$ cat config.mk
export PLATFORM = sky130hd
export DESIGN_NAME = register_read_flat
export DESIGN_NICKNAME = d
export VERILOG_FILES = /design/src/rtl/register_read_pkg.sv /design/src/rtl/register_read_if.sv /design/src/rtl/register_read_scoreboard.sv /design/src/rtl/register_read.sv /design/src/flat_wrapper.sv
export SDC_FILE = /design/constraint.sdc
export NUM_CORES = 1
export LEC_CHECK = 0
export BUFFER_PORTS_ARGS = -buffer_cell sky130_fd_sc_hd__buf_2
export CAP_MARGIN = 20
export CORE_AREA = 8 8 565 567
export CTS_CLUSTER_SIZE = 30
export DETAILED_ROUTE_END_ITERATION = 16
export DIE_AREA = 0 0 573 575
export HOLD_SLACK_MARGIN = 0.15
export SYNTH_ARGS = -nofsm -noshare
export SYNTH_HDL_FRONTEND = slang
export SYNTH_HIERARCHICAL = 1
export SYNTH_SLANG_ARGS = --single-unit
$ cat constraint.sdc
create_clock -name clk -period 3.35 [get_ports clk]
set_input_delay 0.335 -clock clk [delete_from_list [all_inputs] [get_ports clk]]
set_output_delay 0.335 -clock clk [all_outputs]
set_load 0.05 [all_outputs]
$ cat src/rtl/register_read_pkg.sv
// register_read_pkg: shared types and constants for the register-read stage.
//   NUM_REGS  - architectural register count (16)
//   reg_code_t - 4-bit register code
//   word_t     - 64-bit data word
//   rr_state_e - output-slot state {EMPTY, FULL}
//   reg_onehot - one-hot mask of a register code, gated by an enable
package register_read_pkg;
    localparam int NUM_REGS = 16;
    localparam int REG_W    = 4;
    localparam int WORD_W   = 64;

    typedef logic [REG_W-1:0]  reg_code_t;
    typedef logic [WORD_W-1:0] word_t;

    typedef enum logic {EMPTY = 1'b0, FULL = 1'b1} rr_state_e;

    function automatic logic [NUM_REGS-1:0] reg_onehot(input reg_code_t code, input logic en);
        logic [NUM_REGS-1:0] m;
        m = '0;
        if (en) m[code] = 1'b1;
        return m;
    endfunction
endpackage

$ cat src/rtl/register_read_if.sv
// register_read_if: bundles the decode-side, writeback-side, execute-side
// and status signals of the register-read stage.
//   slave  - seen by register_read (inputs from decode/writeback/execute)
//   master - seen by the driver of the stage (testbench / surrounding pipe)
interface register_read_if;
    import register_read_pkg::*;

    // decode side
    logic      decodeValidIn;
    word_t     currentRipIn;
    reg_code_t sourceReg1In, sourceReg2In;
    logic      sourceReg1ValidIn, sourceReg2ValidIn;
    reg_code_t destRegIn, destRegSpecialIn;
    logic      destRegValidIn, destRegSpecialValidIn;
    logic [NUM_REGS-1:0][WORD_W-1:0] regFileIn;
    // writeback side
    logic      wbValidIn;
    reg_code_t wbDestRegIn, wbDestRegSpecialIn;
    logic      wbDestRegSpecialValidIn;
    word_t     wbResultIn, wbResultSpecialIn;
    // execute / control
    logic      execReadyIn;
    logic      killIn;
    // outputs
    logic      readReadyOut;
    logic      readValidOut;
    word_t     currentRipOut, operand1Out, operand2Out;
    reg_code_t destRegOut, destRegSpecialOut;
    logic      destRegValidOut, destRegSpecialValidOut;
    logic [NUM_REGS-1:0] regInUseBitMapOut;
    logic [15:0] stallCountOut;

    modport slave (
        input  decodeValidIn, currentRipIn, sourceReg1In, sourceReg2In,
               sourceReg1ValidIn, sourceReg2ValidIn, destRegIn, destRegSpecialIn,
               destRegValidIn, destRegSpecialValidIn, regFileIn,
               wbValidIn, wbDestRegIn, wbDestRegSpecialIn, wbDestRegSpecialValidIn,
               wbResultIn, wbResultSpecialIn, execReadyIn, killIn,
        output readReadyOut, readValidOut, currentRipOut, operand1Out, operand2Out,
               destRegOut, destRegSpecialOut, destRegValidOut, destRegSpecialValidOut,
               regInUseBitMapOut, stallCountOut
    );

    modport master (
        output decodeValidIn, currentRipIn, sourceReg1In, sourceReg2In,
               sourceReg1ValidIn, sourceReg2ValidIn, destRegIn, destRegSpecialIn,
               destRegValidIn, destRegSpecialValidIn, regFileIn,
               wbValidIn, wbDestRegIn, wbDestRegSpecialIn, wbDestRegSpecialValidIn,
               wbResultIn, wbResultSpecialIn, execReadyIn, killIn,
        input  readReadyOut, readValidOut, currentRipOut, operand1Out, operand2Out,
               destRegOut, destRegSpecialOut, destRegValidOut, destRegSpecialValidOut,
               regInUseBitMapOut, stallCountOut
    );
endinterface

$ cat src/rtl/register_read_scoreboard.sv
// reg_scoreboard: per-register pending-writer bits.
//   clk, rst_n          - clock, async active-low reset
//   rel_*               - writeback release (normal + special destination)
//   set_en, dst*        - instruction accepted: mark its destinations busy
//   src*/dst* (query)   - operands of the instruction currently offered
//   flush               - clear every busy bit
//   hazard              - offered instruction touches a busy register
//   busy_o              - current busy bitmap
module reg_scoreboard
    import register_read_pkg::*;
(
    input  logic      clk,
    input  logic      rst_n,
    input  logic      rel_valid,
    input  reg_code_t rel_reg,
    input  logic      rel_sp_valid,
    input  reg_code_t rel_sp_reg,
    input  logic      set_en,
    input  reg_code_t dst,
    input  logic      dst_valid,
    input  reg_code_t dst_sp,
    input  logic      dst_sp_valid,
    input  reg_code_t src1,
    input  logic      src1_valid,
    input  reg_code_t src2,
    input  logic      src2_valid,
    input  logic      flush,
    output logic      hazard,
    output logic [NUM_REGS-1:0] busy_o
);
    logic [NUM_REGS-1:0] busy_q, busy_d;
    logic [NUM_REGS-1:0] rel_mask, busy_rel, query_mask, dst_mask, set_mask;

    // Kept as separate assigns: set_en is derived from hazard upstream, so
    // the hazard and next-state paths must not share one process.
    assign rel_mask   = reg_onehot(rel_reg, rel_valid)
                      | reg_onehot(rel_sp_reg, rel_valid & rel_sp_valid);
    // Released registers are already free for the instruction being offered.
    assign busy_rel   = busy_q & ~rel_mask;
    assign dst_mask   = reg_onehot(dst, dst_valid) | reg_onehot(dst_sp, dst_sp_valid);
    assign query_mask = reg_onehot(src1, src1_valid) | reg_onehot(src2, src2_valid) | dst_mask;
    assign hazard     = |(busy_rel & query_mask);
    assign set_mask   = set_en ? dst_mask : '0;
    // Set is OR'ed after the release, so a same-cycle set wins.
    assign busy_d     = flush ? '0 : (busy_rel | set_mask);
    assign busy_o     = busy_q;

    always_ff @(posedge clk or negedge rst_n) begin
        if (!rst_n) busy_q <= '0;
        else        busy_q <= busy_d;
    end
endmodule

$ cat src/rtl/register_read.sv
// register_read: register-read pipeline stage. Reads operands for the decoded
// instruction (with writeback bypass), blocks on scoreboard hazards, and
// holds one instruction in an output register for the execute stage.
//   clk   - rising-edge clock
//   reset - asynchronous active-low reset
//   rr    - register_read_if.slave: decode/writeback/execute signals + outputs
module register_read
    import register_read_pkg::*;
(
    input  logic clk,
    input  logic reset,
    register_read_if.slave rr
);
    rr_state_e state_q, state_d;
    word_t     rip_q, rip_d, op1_q, op1_d, op2_q, op2_d;
    reg_code_t dst_q, dst_d, dst_sp_q, dst_sp_d;
    logic      dst_v_q, dst_v_d, dst_sp_v_q, dst_sp_v_d;
    logic [15:0] stall_q, stall_d;

    logic  hazard, slot_free, ready, accept;
    word_t op1_sel, op2_sel;
    logic [NUM_REGS-1:0] busy;

    reg_scoreboard u_sb (
        .clk          (clk),
        .rst_n        (reset),
        .rel_valid    (rr.wbValidIn),
        .rel_reg      (rr.wbDestRegIn),
        .rel_sp_valid (rr.wbDestRegSpecialValidIn),
        .rel_sp_reg   (rr.wbDestRegSpecialIn),
        .set_en       (accept),
        .dst          (rr.destRegIn),
        .dst_valid    (rr.destRegValidIn),
        .dst_sp       (rr.destRegSpecialIn),
        .dst_sp_valid (rr.destRegSpecialValidIn),
        .src1         (rr.sourceReg1In),
        .src1_valid   (rr.sourceReg1ValidIn),
        .src2         (rr.sourceReg2In),
        .src2_valid   (rr.sourceReg2ValidIn),
        .flush        (rr.killIn),
        .hazard       (hazard),
        .busy_o       (busy)
    );

    // Bypass priority: special writeback, then normal writeback, then regfile.
    function automatic word_t pick_operand(
        input reg_code_t src, input logic src_v,
        input logic wb_v, input reg_code_t wb_d, input word_t wb_r,
        input logic wb_sv, input reg_code_t wb_sd, input word_t wb_sr,
        input logic [NUM_REGS-1:0][WORD_W-1:0] rf
    );
        if (!src_v)                        return '0;
        else if (wb_v && wb_sv && src == wb_sd) return wb_sr;
        else if (wb_v && src == wb_d)      return wb_r;
        else                               return rf[src];
    endfunction

    assign op1_sel = pick_operand(rr.sourceReg1In, rr.sourceReg1ValidIn,
                                  rr.wbValidIn, rr.wbDestRegIn, rr.wbResultIn,
                                  rr.wbDestRegSpecialValidIn, rr.wbDestRegSpecialIn,
                                  rr.wbResultSpecialIn, rr.regFileIn);
    assign op2_sel = pick_operand(rr.sourceReg2In, rr.sourceReg2ValidIn,
                                  rr.wbValidIn, rr.wbDestRegIn, rr.wbResultIn,
                                  rr.wbDestRegSpecialValidIn, rr.wbDestRegSpecialIn,
                                  rr.wbResultSpecialIn, rr.regFileIn);

    assign slot_free = (state_q == EMPTY) || rr.execReadyIn;
    assign ready     = slot_free && !hazard && !rr.killIn;
    assign accept    = rr.decodeValidIn && ready;

    always_comb begin
        state_d    = state_q;
        rip_d      = rip_q;
        op1_d      = op1_q;
        op2_d      = op2_q;
        dst_d      = dst_q;
        dst_sp_d   = dst_sp_q;
        dst_v_d    = dst_v_q;
        dst_sp_v_d = dst_sp_v_q;
        stall_d    = stall_q;

        if (rr.killIn) begin
            state_d = EMPTY;
        end else if (accept) begin
            state_d    = FULL;
            rip_d      = rr.currentRipIn;
            op1_d      = op1_sel;
            op2_d      = op2_sel;
            dst_d      = rr.destRegIn;
            dst_sp_d   = rr.destRegSpecialIn;
            dst_v_d    = rr.destRegValidIn;
            dst_sp_v_d = rr.destRegSpecialValidIn;
        end else if (state_q == FULL && rr.execReadyIn) begin
            state_d = EMPTY;
        end

        if (rr.decodeValidIn && hazard && !rr.killIn && stall_q != 16'hFFFF)
            stall_d = stall_q + 16'd1;
    end

    always_ff @(posedge clk or negedge reset) begin
        if (!reset) begin
            state_q    <= EMPTY;
            rip_q      <= '0;
            op1_q      <= '0;
            op2_q      <= '0;
            dst_q      <= '0;
            dst_sp_q   <= '0;
            dst_v_q    <= 1'b0;
            dst_sp_v_q <= 1'b0;
            stall_q    <= '0;
        end else begin
            state_q    <= state_d;
            rip_q      <= rip_d;
            op1_q      <= op1_d;
            op2_q      <= op2_d;
            dst_q      <= dst_d;
            dst_sp_q   <= dst_sp_d;
            dst_v_q    <= dst_v_d;
            dst_sp_v_q <= dst_sp_v_d;
            stall_q    <= stall_d;
        end
    end

    assign rr.readReadyOut           = ready;
    assign rr.readValidOut           = (state_q == FULL);
    assign rr.currentRipOut          = rip_q;
    assign rr.operand1Out            = op1_q;
    assign rr.operand2Out            = op2_q;
    assign rr.destRegOut             = dst_q;
    assign rr.destRegSpecialOut      = dst_sp_q;
    assign rr.destRegValidOut        = dst_v_q;
    assign rr.destRegSpecialValidOut = dst_sp_v_q;
    assign rr.regInUseBitMapOut      = busy;
    assign rr.stallCountOut          = stall_q;
endmodule

$ cat src/flat_wrapper.sv
// flat-port wrapper written by rule: the top's interface ports become plain ports
module register_read_flat import register_read_pkg::*;
  (clk, reset, rr_decodeValidIn, rr_currentRipIn, rr_sourceReg1In, rr_sourceReg2In, rr_sourceReg1ValidIn, rr_sourceReg2ValidIn, rr_destRegIn, rr_destRegSpecialIn, rr_destRegValidIn, rr_destRegSpecialValidIn, rr_regFileIn, rr_wbValidIn, rr_wbDestRegIn, rr_wbDestRegSpecialIn, rr_wbDestRegSpecialValidIn, rr_wbResultIn, rr_wbResultSpecialIn, rr_execReadyIn, rr_killIn, rr_readReadyOut, rr_readValidOut, rr_currentRipOut, rr_operand1Out, rr_operand2Out, rr_destRegOut, rr_destRegSpecialOut, rr_destRegValidOut, rr_destRegSpecialValidOut, rr_regInUseBitMapOut, rr_stallCountOut);
  register_read_if rr_i ();
  input  logic clk;
  input  logic reset;
  input wire logic [$bits(rr_i.decodeValidIn)-1:0] rr_decodeValidIn;
  input wire logic [$bits(rr_i.currentRipIn)-1:0] rr_currentRipIn;
  input wire logic [$bits(rr_i.sourceReg1In)-1:0] rr_sourceReg1In;
  input wire logic [$bits(rr_i.sourceReg2In)-1:0] rr_sourceReg2In;
  input wire logic [$bits(rr_i.sourceReg1ValidIn)-1:0] rr_sourceReg1ValidIn;
  input wire logic [$bits(rr_i.sourceReg2ValidIn)-1:0] rr_sourceReg2ValidIn;
  input wire logic [$bits(rr_i.destRegIn)-1:0] rr_destRegIn;
  input wire logic [$bits(rr_i.destRegSpecialIn)-1:0] rr_destRegSpecialIn;
  input wire logic [$bits(rr_i.destRegValidIn)-1:0] rr_destRegValidIn;
  input wire logic [$bits(rr_i.destRegSpecialValidIn)-1:0] rr_destRegSpecialValidIn;
  input wire logic [$bits(rr_i.regFileIn)-1:0] rr_regFileIn;
  input wire logic [$bits(rr_i.wbValidIn)-1:0] rr_wbValidIn;
  input wire logic [$bits(rr_i.wbDestRegIn)-1:0] rr_wbDestRegIn;
  input wire logic [$bits(rr_i.wbDestRegSpecialIn)-1:0] rr_wbDestRegSpecialIn;
  input wire logic [$bits(rr_i.wbDestRegSpecialValidIn)-1:0] rr_wbDestRegSpecialValidIn;
  input wire logic [$bits(rr_i.wbResultIn)-1:0] rr_wbResultIn;
  input wire logic [$bits(rr_i.wbResultSpecialIn)-1:0] rr_wbResultSpecialIn;
  input wire logic [$bits(rr_i.execReadyIn)-1:0] rr_execReadyIn;
  input wire logic [$bits(rr_i.killIn)-1:0] rr_killIn;
  output wire logic [$bits(rr_i.readReadyOut)-1:0] rr_readReadyOut;
  output wire logic [$bits(rr_i.readValidOut)-1:0] rr_readValidOut;
  output wire logic [$bits(rr_i.currentRipOut)-1:0] rr_currentRipOut;
  output wire logic [$bits(rr_i.operand1Out)-1:0] rr_operand1Out;
  output wire logic [$bits(rr_i.operand2Out)-1:0] rr_operand2Out;
  output wire logic [$bits(rr_i.destRegOut)-1:0] rr_destRegOut;
  output wire logic [$bits(rr_i.destRegSpecialOut)-1:0] rr_destRegSpecialOut;
  output wire logic [$bits(rr_i.destRegValidOut)-1:0] rr_destRegValidOut;
  output wire logic [$bits(rr_i.destRegSpecialValidOut)-1:0] rr_destRegSpecialValidOut;
  output wire logic [$bits(rr_i.regInUseBitMapOut)-1:0] rr_regInUseBitMapOut;
  output wire logic [$bits(rr_i.stallCountOut)-1:0] rr_stallCountOut;
  assign rr_i.decodeValidIn = rr_decodeValidIn;
  assign rr_i.currentRipIn = rr_currentRipIn;
  assign rr_i.sourceReg1In = rr_sourceReg1In;
  assign rr_i.sourceReg2In = rr_sourceReg2In;
  assign rr_i.sourceReg1ValidIn = rr_sourceReg1ValidIn;
  assign rr_i.sourceReg2ValidIn = rr_sourceReg2ValidIn;
  assign rr_i.destRegIn = rr_destRegIn;
  assign rr_i.destRegSpecialIn = rr_destRegSpecialIn;
  assign rr_i.destRegValidIn = rr_destRegValidIn;
  assign rr_i.destRegSpecialValidIn = rr_destRegSpecialValidIn;
  assign rr_i.regFileIn = rr_regFileIn;
  assign rr_i.wbValidIn = rr_wbValidIn;
  assign rr_i.wbDestRegIn = rr_wbDestRegIn;
  assign rr_i.wbDestRegSpecialIn = rr_wbDestRegSpecialIn;
  assign rr_i.wbDestRegSpecialValidIn = rr_wbDestRegSpecialValidIn;
  assign rr_i.wbResultIn = rr_wbResultIn;
  assign rr_i.wbResultSpecialIn = rr_wbResultSpecialIn;
  assign rr_i.execReadyIn = rr_execReadyIn;
  assign rr_i.killIn = rr_killIn;
  assign rr_readReadyOut = rr_i.readReadyOut;
  assign rr_readValidOut = rr_i.readValidOut;
  assign rr_currentRipOut = rr_i.currentRipOut;
  assign rr_operand1Out = rr_i.operand1Out;
  assign rr_operand2Out = rr_i.operand2Out;
  assign rr_destRegOut = rr_i.destRegOut;
  assign rr_destRegSpecialOut = rr_i.destRegSpecialOut;
  assign rr_destRegValidOut = rr_i.destRegValidOut;
  assign rr_destRegSpecialValidOut = rr_i.destRegSpecialValidOut;
  assign rr_regInUseBitMapOut = rr_i.regInUseBitMapOut;
  assign rr_stallCountOut = rr_i.stallCountOut;
  register_read u_core (.clk(clk), .reset(reset), .rr(rr_i));
endmodule
==> impl_metrics.toml, run 1 <==
[power]
seqPwrFrac = 0.232
p_per_area_nw_per_um2 = 340.2
p_leak_nw = 18.39
combPwrFrac = 0.487
power.internal_mw = 8.391
p_sw_frac = 0.4460
finalPower_mw = 15.15
irDropWorstVdd_mv = 0.3497
power_frac_clock = 0.280
p_switching_mw = 6.754

[timing]
clock_skew_ns = 0.04463
finalMaxSlewViolations = 0
finalCritPeriodShare = 0.9727
max_freq_ghz = 0.3069
fin_crit_ns = 3.259
hold_ws_ns = 0.1687
hold_viol = 0
tightest_slew_ns = 1.014
final.setup.worst_slack_ns = 0.09144
setup_viol = 0
slew_headroom = 0.3238

[critical_path]
crit_path_end_kind = "register"
cp.required_ns = 3.95
path_class = "primary input to register"
critPathMaxFanout = 10
startpoint_type = "primary input"
crit_slowest_cell = "dlygate4sd3_1"
cpPeakStageDelay_ns = 0.60
cp.arrival_ns = 3.85
path_cells = "buf_2 > nor3b_4 > a22oi_1 > nand2_2 > o21ai_0 > nor4_1 > nand2_1 > nor2_2 > buf_4 > nand4_1 > buf_12 > a2111oi_4 > buf_6 > buf_12 > nand2_1 > o211ai_1 > dlygate4sd3_1"

[clocking]
cts_buffers = 36
clk_latency_ns = 0.67
cts_max_path_buffers = 3
root_buffer = "clkbuf_16"
path_clk_slew_ns = 0.06
htreeDepth = 2
cts_tree = "yes"
cts.sinks = 235

[floorplanning]
core_um2 = 310400
start_util = 0.08578
rows = 205
die_w_um = 573
chipHeight_um = 575
io_pins = 1487
die-area_um2 = 329500

[job]
cap_violations = 0

[drt]
drt-total-wl_um = 330400
vias = 35940
drcViolationCount = 0
ant_nets = 0
first_pass_iters = 6
wl_per_cell_um = 39.31
first_iter_violations = 4633
viasPerCell = 4.276

[yosys]
yosysSeqAreaShare = 0.2209
synth.avg_cell_area_um2 = 11.35
netlist-cell-type-count = 60
synth_edf_count = 0
netlist_area_um2 = 26620
yosysWarnings = 6
synth_top_flop_cell = "dfrtp_1"
syn-num-nets = 3598
async_flop_share = 1.000
netlist_instances = 2346
ys_ff_latch = 235

[placed_design]
dp_hpwl_um = 293600
io_buffers = 1486
dpl.cell_count = 7947
pre_cts_slack_ns = -0.1707
place_congestion = 1.008

[global_routing]
grt_overflow = 0
grt_max_degree = 95
antenna_found_initial = 479
grt_usage = 0.1902
grt_pass1_wl_um = 407800
grt_pass1_vias = 34600

[finish]
syn_to_final_growth_pct = 67.21
fin_cells = 8405
fin_util = 0.1434
nets = 5306
layout_common_cells = "1479 x buf_2, 512 x mux4_2, 448 x nand2_1"
drive_gt1_frac = 0.5775
final_common_cell = "buf_2"
nFillCells = 35200

[outcome]
status = "finished clean"

[worst_hold_path]
hp-class = "primary input to register"
## cells by family after synthesis
family | after synthesis | synth area share
muxes | 513 | 0.4335
AOI/OAI and AO/OA | 616 | 0.1730
and+or+nand+nor | 683 | 0.1136
DFF | 235 | 0.2209
buffers and inverters | 268 | 0.04855
adders and majority gates | 1 | 0.0004699
xor gates and xnor gates | 30 | 0.009869
## cell type report
cell class	instances	area, um2	area share
sequential	235	5886	0.1322
timing repair buffer	1934	12120	0.2722
antenna	185	462.9	0.01040
multi-input combinational	1843	19650	0.4413
clock inverter	20	255.2	0.005734
tap	4140	5180	0.1164
clock buffer	44	950.9	0.02136
inverter	4	16.27	0.0003654
## power groups by stage
| stage | combinational, mW | sequential (mW) | clock [mW] |
|---|---|---|---|
| 2_1_floorplan | 2.42 | 4.96 | 0 |
| 3_3_place_gp | 7.04 | 3.55 | 0 |
| 3_5_place_dp | 7.08 | 3.55 | 0 |
| 4_1_cts | 7.35 | 3.51 | 4.43 |
| 5_1_grt | 7.70 | 3.56 | 4.45 |
| 6_report | 7.38 | 3.52 | 4.25 |
## routing by layer
metal / up-vias / share of wire / global-route usage
li1: 13460 / - / -
met1: 17500 / 0.34 / 0.1978
met3: 1124 / 0.17 / 0.1403
met4: 342 / 0.056 / 0.07948
met2: 3509 / 0.43 / 0.2907
met5: - / 0.0068 / 0
## what timing repair did
item                                    4_1_cts  5_1_grt
endpoints found under the hold margin       221        0
setup buffers                                 0        9
hold buffers                                200        0
endpoints found under the setup margin        0       24
gates resized for setup                       0       12
## flip-flops by register name, indices dropped and copies added (netlist names)
name and count:
u_core/rr.operand2Out 64, u_core/rr.stallCountOut 16, u_core/rr.readValidOut 1, u_core/rr.operand1Out 64, u_core/rr.destRegSpecialValidOut 1, u_core/rr.currentRipOut 64
u_core/u_sb/busy_o 16, u_core/rr.destRegValidOut 1, u_core/rr.destRegOut 4, u_core/rr.destRegSpecialOut 4
## through the flow
stage	area [um2]	TNS, ns
5_1_grt	44300	-0.02555
2_1_floorplan	26620	0
4_1_cts	43930	0
6_report	44520	0
3_3_place_gp	40720	-1.892
3_5_place_dp	40720	-1.329
## worst max-delay path, delay by kind of cell
kind,cells,cell delay [ns]
and+or+nand+nor,7,1.27
buffers and inverters,6,1.53
AOI/OAI and AO/OA,4,0.70
## cell usage after synthesis (2+ instances only)
master / number / share of area
a221oi_1: 46 / 0.015
o211ai_1: 21 / 0.0059
nor2_1: 73 / 0.010
mux4_2: 512 / 0.43
clkbuf_1: 132 / 0.019
nor3b_1: 2 / 0.00056
and3_1: 33 / 0.0078
dfrtp_1: 235 / 0.22
buf_1: 31 / 0.0044
and3b_1: 2 / 0.00066
nand3b_1: 9 / 0.0025
buf_12: 2 / 0.0015
and2b_1: 4 / 0.0011
or3b_2: 2 / 0.00066
or3b_1: 2 / 0.00066
buf_2: 65 / 0.012
a32oi_1: 46 / 0.015
o221ai_1: 26 / 0.0086
buf_4: 22 / 0.0062
a22o_1: 94 / 0.031
nor4_1: 4 / 0.00094
nand3_1: 15 / 0.0028
o21ai_0: 44 / 0.0083
xor2_1: 7 / 0.0023
nand2_1: 451 / 0.064
a22oi_1: 226 / 0.064
and4b_1: 2 / 0.00075
nand4_1: 42 / 0.0099
nor2b_1: 12 / 0.0028
xnor2_1: 23 / 0.0076
a211oi_1: 2 / 0.00056
o21ai_1: 38 / 0.0071
inv_1: 3 / 0.00042
a21oi_1: 40 / 0.0075
o22ai_1: 23 / 0.0054
nand2b_1: 7 / 0.0016
buf_6: 12 / 0.0051
or2_2: 2 / 0.00047
and2_1: 10 / 0.0023
and4_1: 4 / 0.0013
## path summary, 6_finish.rpt
kind	startpoint	endpoint	slack (ns)	depth (start not counted)
hold / removal	rr_wbDestRegSpecialIn[1]	u_core/u_sb/busy_o[15]$_DFF_PN0_	0.17	4
hold reg to reg	u_core/rr.currentRipOut[9]$_DFFE_PN0P_	u_core/rr.currentRipOut[9]$_DFFE_PN0P_	0.47	2
min in group asynchronous	reset	u_core/rr.currentRipOut[45]$_DFFE_PN0P_	0.28	2
setup / recovery	rr_wbValidIn	u_core/rr.operand2Out[43]$_DFFE_PN0P_	0.09	17
max in group asynchronous	reset	u_core/rr.operand1Out[51]$_DFFE_PN0P_	2.13	3
setup reg to reg	u_core/u_sb/busy_o[3]$_DFF_PN0_	u_core/rr.operand2Out[43]$_DFFE_PN0P_	0.14	14
No activity file was read; power rests on OpenSTA's default activity.
==> run 2, diff against run 1 <==
==> constraint.sdc (replaced) <==
create_clock -name clk -period 3.35 [get_ports clk]
set_input_delay 0.67 -clock clk [delete_from_list [all_inputs] [get_ports clk]]
set_output_delay 0.67 -clock clk [all_outputs]
set_load 0.05 [all_outputs]
==> run 2 against run 1 <==
  * Count of clock-buffer cells in the layout unchanged
  * First-iteration DRC count down 14%
  * Hold slack better by 0.072 ns
  * Die area unchanged
  * Clock skew up 0.0047 ns
==> impl_metrics.toml, run 2 (synthesis results as in run 1) <==
[outcome]
status = "finished clean"

[clocking]
htreeDepth = 2
path_clk_slew_ns = 0.06
cts_buffers = 35
cts_max_path_buffers = 3
cts_tree = "yes"
cts.sinks = 235
clk_latency_ns = 0.65
root_buffer = "clkbuf_16"

[floorplanning]
die_w_um = 573
start_util = 0.08578
chipHeight_um = 575
io_pins = 1487
core_um2 = 310400
die-area_um2 = 329500
rows = 205

[drt]
drt-total-wl_um = 320900
viasPerCell = 4.196
ant_nets = 0
vias = 34390
wl_per_cell_um = 39.15
drcViolationCount = 0
first_iter_violations = 4005
first_pass_iters = 6

[job]
cap_violations = 0

[finish]
final_common_cell = "buf_2"
drive_gt1_frac = 0.6124
syn_to_final_growth_pct = 60.01
nFillCells = 35360
fin_util = 0.1373
nets = 5106
fin_cells = 8197
layout_common_cells = "1475 x buf_2, 512 x mux4_2, 447 x nand2_1"

[critical_path]
r2r-end = "u_core/rr.operand2Out[49]$_DFFE_PN0P_"
reg2reg_slack_ns = 0.50
crit_end = "rr_readReadyOut"
path_cells = "buf_2 > nand3b_1 > buf_4 > o22ai_2 > a221oi_2 > o22ai_1 > nor4_4 > nand2_2 > nor2_4 > and2_4 > buf_12"
critPathMaxFanout = 5
cpPeakStageDelay_ns = 0.33
cp.required_ns = 2.68
startpoint_type = "primary input"
cp.arrival_ns = 2.62
crit_path_end_kind = "output port"
path_class = "primary input to output port"
crit_slowest_cell = "nor4_4"
ff2ff_path_depth = 14
worstReg2RegStart = "u_core/u_sb/busy_o[14]$_DFF_PN0_"
cp-startpoint = "rr_destRegIn[3]"

[timing]
clock_skew_ns = 0.04931
finalCritPeriodShare = 0.9828
max_freq_ghz = 0.3037
final.setup.tns_ns = 0
hold_viol = 0
setup_viol = 0
slew_headroom = 0.2545
rsz0062_at_grt = "false"
fin_crit_ns = 3.292
hold_ws_ns = 0.2410
tightest_slew_ns = 1.115
finalMaxSlewViolations = 0

[global_routing]
grt_max_degree = 96
grt_usage = 0.1854
antenna_found_initial = 499
grt_pass1_vias = 33210
grt_overflow = 0
grt_pass1_wl_um = 396500

[worst_hold_path]
hp-class = "primary input to register"

[placed_design]
dpl.cell_count = 7948
dp_hpwl_um = 288200
io_buffers = 1486
place_congestion = 1.007

[power]
power.internal_mw = 8.218
finalPower_mw = 14.83
combPwrFrac = 0.484
irDropWorstVdd_mv = 0.3085
p_leak_nw = 17.55
p_sw_frac = 0.4457
power_frac_clock = 0.278
p_per_area_nw_per_um2 = 348.0
p_switching_mw = 6.607
seqPwrFrac = 0.238
==> run 2: routing by layer <==
metal	global-route usage	wire length [um]	share of wire	vias to the layer above
met1	0.1969	107900	0.34	16860
li1	-	-	-	13040
met5	0	2243	0.0070	-
met3	0.1364	57510	0.18	1050
met2	0.2776	134700	0.42	3077
met4	0.07945	18480	0.058	358
==> run 2: how the worst min path moves through the flow <==
stage                                            startpoint                                       to  slack, ns  depth (start not counted)
global route                            rr_currentRipIn[61]  u_core/rr.currentRipOut[61]$_DFFE_PN0P_       0.18                          3
CTS                                     rr_currentRipIn[41]  u_core/rr.currentRipOut[41]$_DFFE_PN0P_       0.15                          3
finish                                  rr_currentRipIn[54]  u_core/rr.currentRipOut[54]$_DFFE_PN0P_       0.24                          3
floorplan                                             reset   u_core/rr.currentRipOut[0]$_DFFE_PN0P_       0.37                          0
detailed placement  u_core/rr.currentRipOut[60]$_DFFE_PN0P_  u_core/rr.currentRipOut[60]$_DFFE_PN0P_       0.46                          2
global placement    u_core/rr.currentRipOut[35]$_DFFE_PN0P_  u_core/rr.currentRipOut[35]$_DFFE_PN0P_       0.45                          2
==> run 2: per-stage QoR <==
step / cell area, um2 / setup slack [ns]
4_1_cts: 42130 / 0.05207
3_3_place_gp: 40670 / -0.8004
5_1_grt: 42380 / 0.006755
2_1_floorplan: 26630 / 0.02963
3_5_place_dp: 40670 / -0.7341
6_report: 42600 / 0.05763
==> run 2: final cells by class <==
cell class | instances | area (um2) | area share
Tap cell | 4140 | 5180 | 0.1216
Multi-Input combinational cell | 1843 | 19820 | 0.4652
Clock inverter | 19 | 231.5 | 0.005434
Timing Repair Buffer | 1735 | 10070 | 0.2364
Inverter | 4 | 17.52 | 0.0004112
Sequential cell | 235 | 5881 | 0.1380
Antenna cell | 177 | 442.9 | 0.01040
Clock buffer | 44 | 959.7 | 0.02253
==> run 2: timing repair <==
action                     4_1_cts  5_1_grt
pin swaps                       15        4
setup endpoints to repair       18        1
hold buffers                     5        0
hold endpoints to repair        56        0
resized for setup               50        3
setup buffers                    6        1
==> run 2: worst max-delay path, delay by kind of cell <==
kind | cells | cell delay, ns
AOI/OAI and AO/OA | 3 | 0.45
buffers and inverters | 3 | 0.43
and+or+nand+nor | 5 | 1.07
==> run 2: power by group through the flow <==
stage               clock network (mW)  registers, mW  logic (mW)
floorplan                            0           4.96        2.42
global placement                     0           3.56        7.11
detailed placement                   0           3.57        7.15
CTS                               4.28           3.52        7.19
global route                      4.35           3.57        7.52
finish                            4.12           3.53        7.18
